**config.mk**
```make
export PLATFORM = sky130hd
export DESIGN_NAME = gray_port_arbiter
export DESIGN_NICKNAME = d
export VERILOG_FILES = /design/src/rtl/gray_port_arbiter.sv
export SDC_FILE = /design/constraint.sdc
export NUM_CORES = 1
export LEC_CHECK = 0
export BUFFER_PORTS_ARGS = -buffer_cell sky130_fd_sc_hd__buf_2
export CORE_ASPECT_RATIO = 0.5
export CORE_MARGIN = 5
export CORE_UTILIZATION = 44
export CTS_CLUSTER_DIAMETER = 30
export DETAILED_ROUTE_END_ITERATION = 10
export PLACE_DENSITY = 0.75
export SETUP_SLACK_MARGIN = 0.4
export SYNTH_ARGS = -nofsm -noshare
export SYNTH_HDL_FRONTEND = slang
export SYNTH_SLANG_ARGS = --single-unit
```
**constraint.sdc**
```tcl
create_clock -name clk -period 2.5 [get_ports clk]
set_input_delay 0.125 -clock clk [delete_from_list [all_inputs] [get_ports clk]]
set_output_delay 0.125 -clock clk [all_outputs]
set_load 0.01 [all_outputs]
```
**src/rtl/gray_port_arbiter.sv**
```systemverilog
// Round-robin arbiter sharing the gray-image memory read port between NREQ engines,
// with bounded burst locking, tagged read return and a frame-done aggregate.
`timescale 1ns/1ps
module gray_port_arbiter #(
  parameter int NREQ      = 2,
  parameter int BURST_MAX = 9
) (
  input  logic                 clk,
  input  logic                 reset,
  input  logic                 mem_ready,
  output logic                 mem_req,
  output logic [13:0]          mem_addr,
  input  logic [7:0]           mem_data,
  input  logic [NREQ-1:0]      req,
  input  logic [NREQ-1:0]      lock,
  input  logic [14*NREQ-1:0]   addr,
  output logic [NREQ-1:0]      gnt,
  output logic [7:0]           rdata,
  output logic [NREQ-1:0]      rvalid,
  output logic                 src_ready,
  input  logic [NREQ-1:0]      fin,
  output logic                 done
);

  localparam int IW = (NREQ > 2) ? 2 : 1;
  localparam logic [3:0] BMAX = 4'(BURST_MAX);

  logic [1:0]      rr_ptr;
  logic [1:0]      owner;
  logic            owner_valid;
  logic [3:0]      burst_cnt;
  logic [NREQ-1:0] t1;

  logic [13:0]     addr_arr [NREQ];
  logic [2:0]      rr_hit;
  logic            owner_ok;
  logic            gnt_any;
  logic [1:0]      gnt_idx;

  for (genvar g = 0; g < NREQ; g++) begin : g_addr
    assign addr_arr[g] = addr[14*g +: 14];
  end

  // Search from ptr+1 upward with wrap; ptr itself is the last candidate.
  // Returns {found, index}.
  function automatic logic [2:0] rr_search(input logic [NREQ-1:0] r, input logic [1:0] ptr);
    logic [2:0] res;
    int idx;
    res = '0;
    for (int k = NREQ; k >= 1; k--) begin
      idx = int'(ptr) + k;
      if (idx >= NREQ) idx = idx - NREQ;
      if (r[idx[IW-1:0]]) res = {1'b1, idx[1:0]};
    end
    return res;
  endfunction

  assign rr_hit   = rr_search(req, rr_ptr);
  assign owner_ok = owner_valid && req[owner[IW-1:0]] && (burst_cnt < BMAX);

  always_comb begin
    gnt_any = 1'b0;
    gnt_idx = '0;
    if (src_ready) begin
      if (owner_ok) begin
        gnt_any = 1'b1;
        gnt_idx = owner;
      end else if (rr_hit[2]) begin
        gnt_any = 1'b1;
        gnt_idx = rr_hit[1:0];
      end
    end
  end

  assign gnt   = gnt_any ? (NREQ'(1) << gnt_idx) : '0;
  assign rdata = mem_data;

  // A locked owner reaching BURST_MAX has lost this arbitration to round-robin,
  // so whoever wins next starts a fresh burst count.
  always_ff @(posedge clk or posedge reset) begin
    if (reset) begin
      mem_req     <= 1'b0;
      mem_addr    <= '0;
      t1          <= '0;
      rvalid      <= '0;
      src_ready   <= 1'b0;
      done        <= 1'b0;
      rr_ptr      <= 2'(NREQ-1);
      owner       <= '0;
      owner_valid <= 1'b0;
      burst_cnt   <= '0;
    end else begin
      src_ready <= mem_ready;
      rvalid    <= t1;
      done      <= done | (&fin);
      if (gnt_any) begin
        mem_req  <= 1'b1;
        mem_addr <= addr_arr[gnt_idx[IW-1:0]];
        t1       <= gnt;
        rr_ptr   <= gnt_idx;
        if (lock[gnt_idx[IW-1:0]]) begin
          owner       <= gnt_idx;
          owner_valid <= 1'b1;
          if (owner_valid && (owner == gnt_idx) && (burst_cnt < BMAX))
            burst_cnt <= burst_cnt + 4'd1;
          else
            burst_cnt <= 4'd1;
        end else begin
          owner_valid <= 1'b0;
          burst_cnt   <= '0;
        end
      end else begin
        mem_req <= 1'b0;
        t1      <= '0;
        if (owner_valid && !req[owner[IW-1:0]]) begin
          owner_valid <= 1'b0;
          burst_cnt   <= '0;
        end
      end
    end
  end

  a_gnt_onehot: assert property (@(posedge clk) disable iff (reset) $onehot0(gnt));
  a_ptr_range:  assert property (@(posedge clk) disable iff (reset) rr_ptr <= 2'(NREQ-1));
  a_cnt_range:  assert property (@(posedge clk) disable iff (reset) burst_cnt <= BMAX);

endmodule

```
== After elaboration in Yosys (flattened, before gate mapping) ==
Index checks and enable logic that the tools add are counted.
Word-level totals
  bits in registers: 30
  bits of input ports: 45
  output and inout bits: 29
  logic and storage cells: 67
Operators by class
  add/sub/neg operators: 5
  magnitude comparators: 8
  equal/unequal tests: 1
  shifts and indexed selects: 1
  muxes and demuxes: 31
  bitwise gates (word level): 2
  reduce and logical (&&, ||, !) cells: 9
Operators with widths (number)
  14-bit 2-to-1 mux: 3
  4-bit 2-to-1 mux: 4
  1-bit 2-to-1 mux: 15
  2-bit 2-to-1 mux: 7
  1-bit by 2-bit < comparator with 1-bit output, second input constant: 4
  3-bit by 2-bit greater-or-equal comparator with 1-bit output, second input constant: 2
  3-bit 2-to-1 mux: 2
  1-bit logical AND: 5
  4-bit by 1-bit adder with 4-bit output, second input constant: 1
  4-bit < comparator, second input constant: 1
  2-bit AND reduction: 2
  2-bit subtractor, second input constant: 2
  2-bit by 1-bit adder with 3-bit output, second input constant: 1
  2-bit by 2-bit adder with 3-bit output, second input constant: 1
  2-bit equality test: 1
  2-bit greater-or-equal comparator, second input constant: 1
  1-bit NOT with 2-bit output: 1
  2-bit nonzero test: 1
  1-bit by 2-bit left shift with 2-bit output, first input constant: 1
  1-bit zero test: 1
  1-bit OR: 1

== Longest topological paths before layout ==
  depth after elaboration: 16
  mapped depth: 10
  depth with buffers taken out: 8

== Worst setup path before layout ==
OpenSTA, ideal clock, no wires.
  path kind: register -> register
  from: reg burst_cnt[0]
  to: reg owner[1]
  library setup time: 0.125 ns
  data arrival time: 1.974 ns
  required time: 2.375 ns
  slack: 0.401 ns
  stages on the path, launching flop included: 8
  path buffers: 0
  period minus slack after synthesis: 2.099 ns
  cell sequence: dfrtp_1 inv_1 ha_1 nor2b_1 o2111a_1 a311oi_2 mux2i_2 mux2_4
Between the ends
  word-level cells in the longest chain between the ends: 7
  elaborated cells on any way between the ends: 9
  those cells by class: order compare (1); mux (6); reduce/logical (2)
Ends and longest elaborated chain
  from (decl): line 31  | logic [3:0] burst_cnt;
  from (signal assigned): line 105  | burst_cnt <= burst_cnt + 4'd1;
  4-bit < comparator *: line 59  | assign owner_ok = owner_valid && req[owner[IW-1:0]] && (burst_cnt < BMAX);
  1-bit logical AND *: line 59
  2-bit 2-to-1 mux: line 65  | if (owner_ok) begin
  2-bit 2-to-1 mux: line 64  | if (src_ready) begin
  1-bit 2-to-1 mux (implied by the code) (2 in a row): line 101  | if (lock[gnt_idx[IW-1:0]]) begin
  2-bit AND reduction (no source line)
  to (signal assigned): line 102  | owner <= gnt_idx;
  to (decl): line 29  | logic [1:0] owner;
Every way passes the cells marked *; elsewhere a longest branch is shown, timed or not. The select of a mux whose other input is x is not followed.
A chain may end at the register's enable or synchronous reset.

== Worst setup path after layout ==
  from: reg burst_cnt[0]
  to: out gnt[0]
Between the ends
  word-level cells in the longest chain between the ends: 6
  elaborated cells on any way between the ends: 8
  those cells by class: order compare (1); shift (1); mux (5); reduce/logical (1)
Ends and longest elaborated chain
  4-bit < comparator *: line 59
  1-bit logical AND *: line 59
  2-bit 2-to-1 mux: line 65
  2-bit 2-to-1 mux: line 64
  1-bit by 2-bit left shift with 2-bit output: line 75  | assign gnt = gnt_any ? (NREQ'(1) << gnt_idx) : '0;
  2-bit 2-to-1 mux *: line 75
  to (decl): line 17  | output logic [NREQ-1:0] gnt,
Every way passes the cells marked *; elsewhere a longest branch is shown, timed or not.

==> results.sh <==
export IMPL_finalWirelength_um=4130
export IMPL_cts_path_max_buffers=2
export IMPL_clk_latency_ps=290
export IMPL_fp_dieW_um=89.7
export IMPL_startpoint_type="flop"
export IMPL_switchingPower_w=0.000396
export IMPL_fillers=236
export IMPL_cts_clk_slew_worst_paths_ps=60
export IMPL_pwr_share_clk=0.309
export IMPL_via_count=1305
export IMPL_nets=255
export IMPL_ys_warn_count=0
export IMPL_setup_viol=0
export IMPL_fin_setup_tns_ps=0
export IMPL_die_area_sq_um=4480
export IMPL_yosysMostFrequentCell="nand2_1"
export IMPL_synth_cell_types=34
export IMPL_ys_ff_latch=30
export IMPL_cts_sinks=30
export IMPL_coreArea_sq_um=3030
export IMPL_layout_min_cycle_time_ps=2270
export IMPL_synth_area_leaders="dfrtp_1, nand2_1, a22oi_1, buf_4, inv_1"
export IMPL_yosysSeqAreaShare=0.538
export IMPL_cts_root_buf="clkbuf_8"
export IMPL_vias_per_cell=5.24
export IMPL_p_comb_frac=0.247
export IMPL_status="completed"
export IMPL_synth_compound_area_share=0.182
export IMPL_syn_nets=183
export IMPL_grt_first_pass_wirelength_um=6020
export IMPL_hold_class="input port to flop"
export IMPL_worstSetupPathType="flop to output pin"
export IMPL_area_growth_pct=43.0
export IMPL_synth_top_area_cell="dfrtp_1"
export IMPL_wire_per_inst_um=16.6
export IMPL_finalHoldViolCount=0
export IMPL_powerDensity_nw_per_um2=661
export IMPL_ir_worst_vdd_mv=0.358
export IMPL_worst_slew_pin_slew_ps=483
export IMPL_ant_nets=0
export IMPL_initial_utilization=0.462
export IMPL_finalCritPeriodShare=0.907
export IMPL_cts_tree="done"
export IMPL_synthArstFlopShare=1.00
export IMPL_cap_violations=0
export IMPL_slew_headroom=0.678
export IMPL_rows=14
export IMPL_synthAdderAreaFrac=0.0179
export IMPL_rsz0062_at_grt="true"
export IMPL_pwr_share_seq=0.444
export IMPL_drive_gt1_frac=0.459
export IMPL_synthSimpleGateAreaFrac=0.134
export IMPL_cts_made_buffers=5
export IMPL_synth_top_family_by_area="compound AO/OA/AOI/OAI gates"
export IMPL_antenna_found_initial=0
export IMPL_post_route_drc_count=0
export IMPL_total_leakage_power_nw=1.05
export IMPL_max_freq_mhz=441
export IMPL_ctsHtreeMaxLevel=2
export IMPL_sw_frac_of_total=0.299
export IMPL_overflow=0
export IMPL_dp_hpwl_um=2370
export IMPL_drv_slew=0
export IMPL_postLayoutCoreUtil=0.660
export IMPL_io_pins=74
export IMPL_syn_area_sq_um=1400
export IMPL_netlist_instances=136
export IMPL_synthMuxAreaShare=0.0420
export IMPL_portBuffers=57
export IMPL_drt_iter0_markers=44
export IMPL_die_h_um=49.9
export IMPL_cp_max_fo=4
export IMPL_skew_ps=3.37
export IMPL_dr_pass1_iters=4
export IMPL_grt_total_usage=0.170
export IMPL_netlist_top_cells_count="nand2_1, dfrtp_1, a22oi_1"
export IMPL_synth_top_flop_cell="dfrtp_1"
export IMPL_end_kind="output pin"
export IMPL_first_global_vias=1286
export IMPL_diodes=0
export IMPL_intPower_w=0.000926
export IMPL_grt_max_degree=31
export IMPL_synth_top_area_frac=0.519
export IMPL_synth_edf_count=0
export IMPL_synthXorXnorAreaFrac=0
export IMPL_globalplace_congestion=0.821
export IMPL_avgSynthCellArea_sq_um=10.3
export IMPL_crit_required_ps=2380
export IMPL_arrival_ps=2140
## cell usage in the layout (no fill, tap or decap), types with 2 or more instances in the layout
cell	netlist	final
a21o_1	4	4
a21oi_1	3	3
a22oi_1	14	14
buf_2	1	56
buf_4	9	13
buf_6	1	4
clkbuf_8	0	6
dfrtp_1	29	29
dlygate4sd3_1	0	2
inv_1	9	9
mux2i_1	3	3
nand2_1	33	33
nor2_1	3	2
nor2b_4	0	2
o21ai_2	1	2
## state kept, by name, summed over array words and instances (netlist names)
register / count
rvalid: 2
owner_valid: 1
owner: 2
mem_req: 1
rr_ptr: 2
t1: 2
done: 1
src_ready: 1
burst_cnt: 4
mem_addr: 14
## cell families (layout without fill, tap and decap cells)
family | Yosys count | count (layout)
AO/OA/AOI/OAI | 33 | 33
adder cells (fa/ha/maj) | 2 | 2
buffers and inverters | 21 | 94
flip-flops | 30 | 30
multiplexers | 5 | 5
AND/OR/NAND/NOR | 45 | 45
## worst max-delay path, cell delays in order (launching register included)
cell and delay, ps:
dfrtp_1 400, inv_1 80, ha_2 160, nor2b_4 150, o21ai_2 110, nor2_1 150, mux2i_1 280, nor2_2 120
nor3_2 230, buf_2 170
## timing repair
item	4_1_cts	5_1_grt
pin swaps	3	6
resized for setup	13	6
cloned	0	1
hold buffers	2	0
buffers inserted	8	6
hold endpoints to repair	30	0
setup endpoints to repair	21	9
## stage by stage
stage	instances	power [W]	area, sq um	setup WS (ps)	hold WS [ps]
final	249	0.00132	2000	232	30.0
after global routing	249	0.00138	2000	147	29.8
after CTS	242	0.00128	1900	383	19.9
after detailed placement	224	0.000842	1670	228	217
after global placement	224	0.000832	1670	317	211
after floorplan	136	0.000747	1400	401	156
## path summary, 6_finish.rpt
check / cells past startpoint / from / end / slack (ps)
min in group asynchronous: 4 / reset / burst_cnt[3]$_DFFE_PP0P_ / 460
worst max-delay path: 9 / burst_cnt[0]$_DFFE_PP0P_ / gnt[0] / 230
worst max register to register: 7 / burst_cnt[0]$_DFFE_PP0P_ / owner[1]$_DFFE_PP0P_ / 300
max in group asynchronous: 4 / reset / rr_ptr[0]$_DFFE_PP1P_ / 1720
worst min register to register: 0 / t1[1]$_DFF_PP0_ / rvalid[1]$_DFF_PP0_ / 350
worst min-delay path: 3 / addr[8] / mem_addr[8]$_DFFE_PP0P_ / 30
## metal layers
metal  share of wire  up-vias  global-route usage
met5               0        -                   0
met4           0.017        0              0.0678
met3           0.050       10              0.0593
met2            0.52       47               0.292
met1            0.42      643               0.197
li1                -      605                   -
## power groups by stage
stage | logic [W] | clock network, W | registers, W
floorplan | 0.000139 | 0 | 0.000607
CTS | 0.000296 | 0.000408 | 0.000581
global route | 0.000355 | 0.000434 | 0.000593
detailed placement | 0.000251 | 0 | 0.000591
global placement | 0.000244 | 0 | 0.000588
finish | 0.000326 | 0.000409 | 0.000587
## area by class of cell
cell class | count | area (sq um) | share of cell area
sequential | 30 | 752 | 0.376
clock inverter | 1 | 5.00 | 0.00250
timing repair buffer | 77 | 483 | 0.241
clock buffer | 7 | 86.3 | 0.0432
inverter | 9 | 33.8 | 0.0169
multi-input combinational | 85 | 591 | 0.295
tap | 40 | 50.0 | 0.0250
No activity file was read; power rests on OpenSTA's default activity.
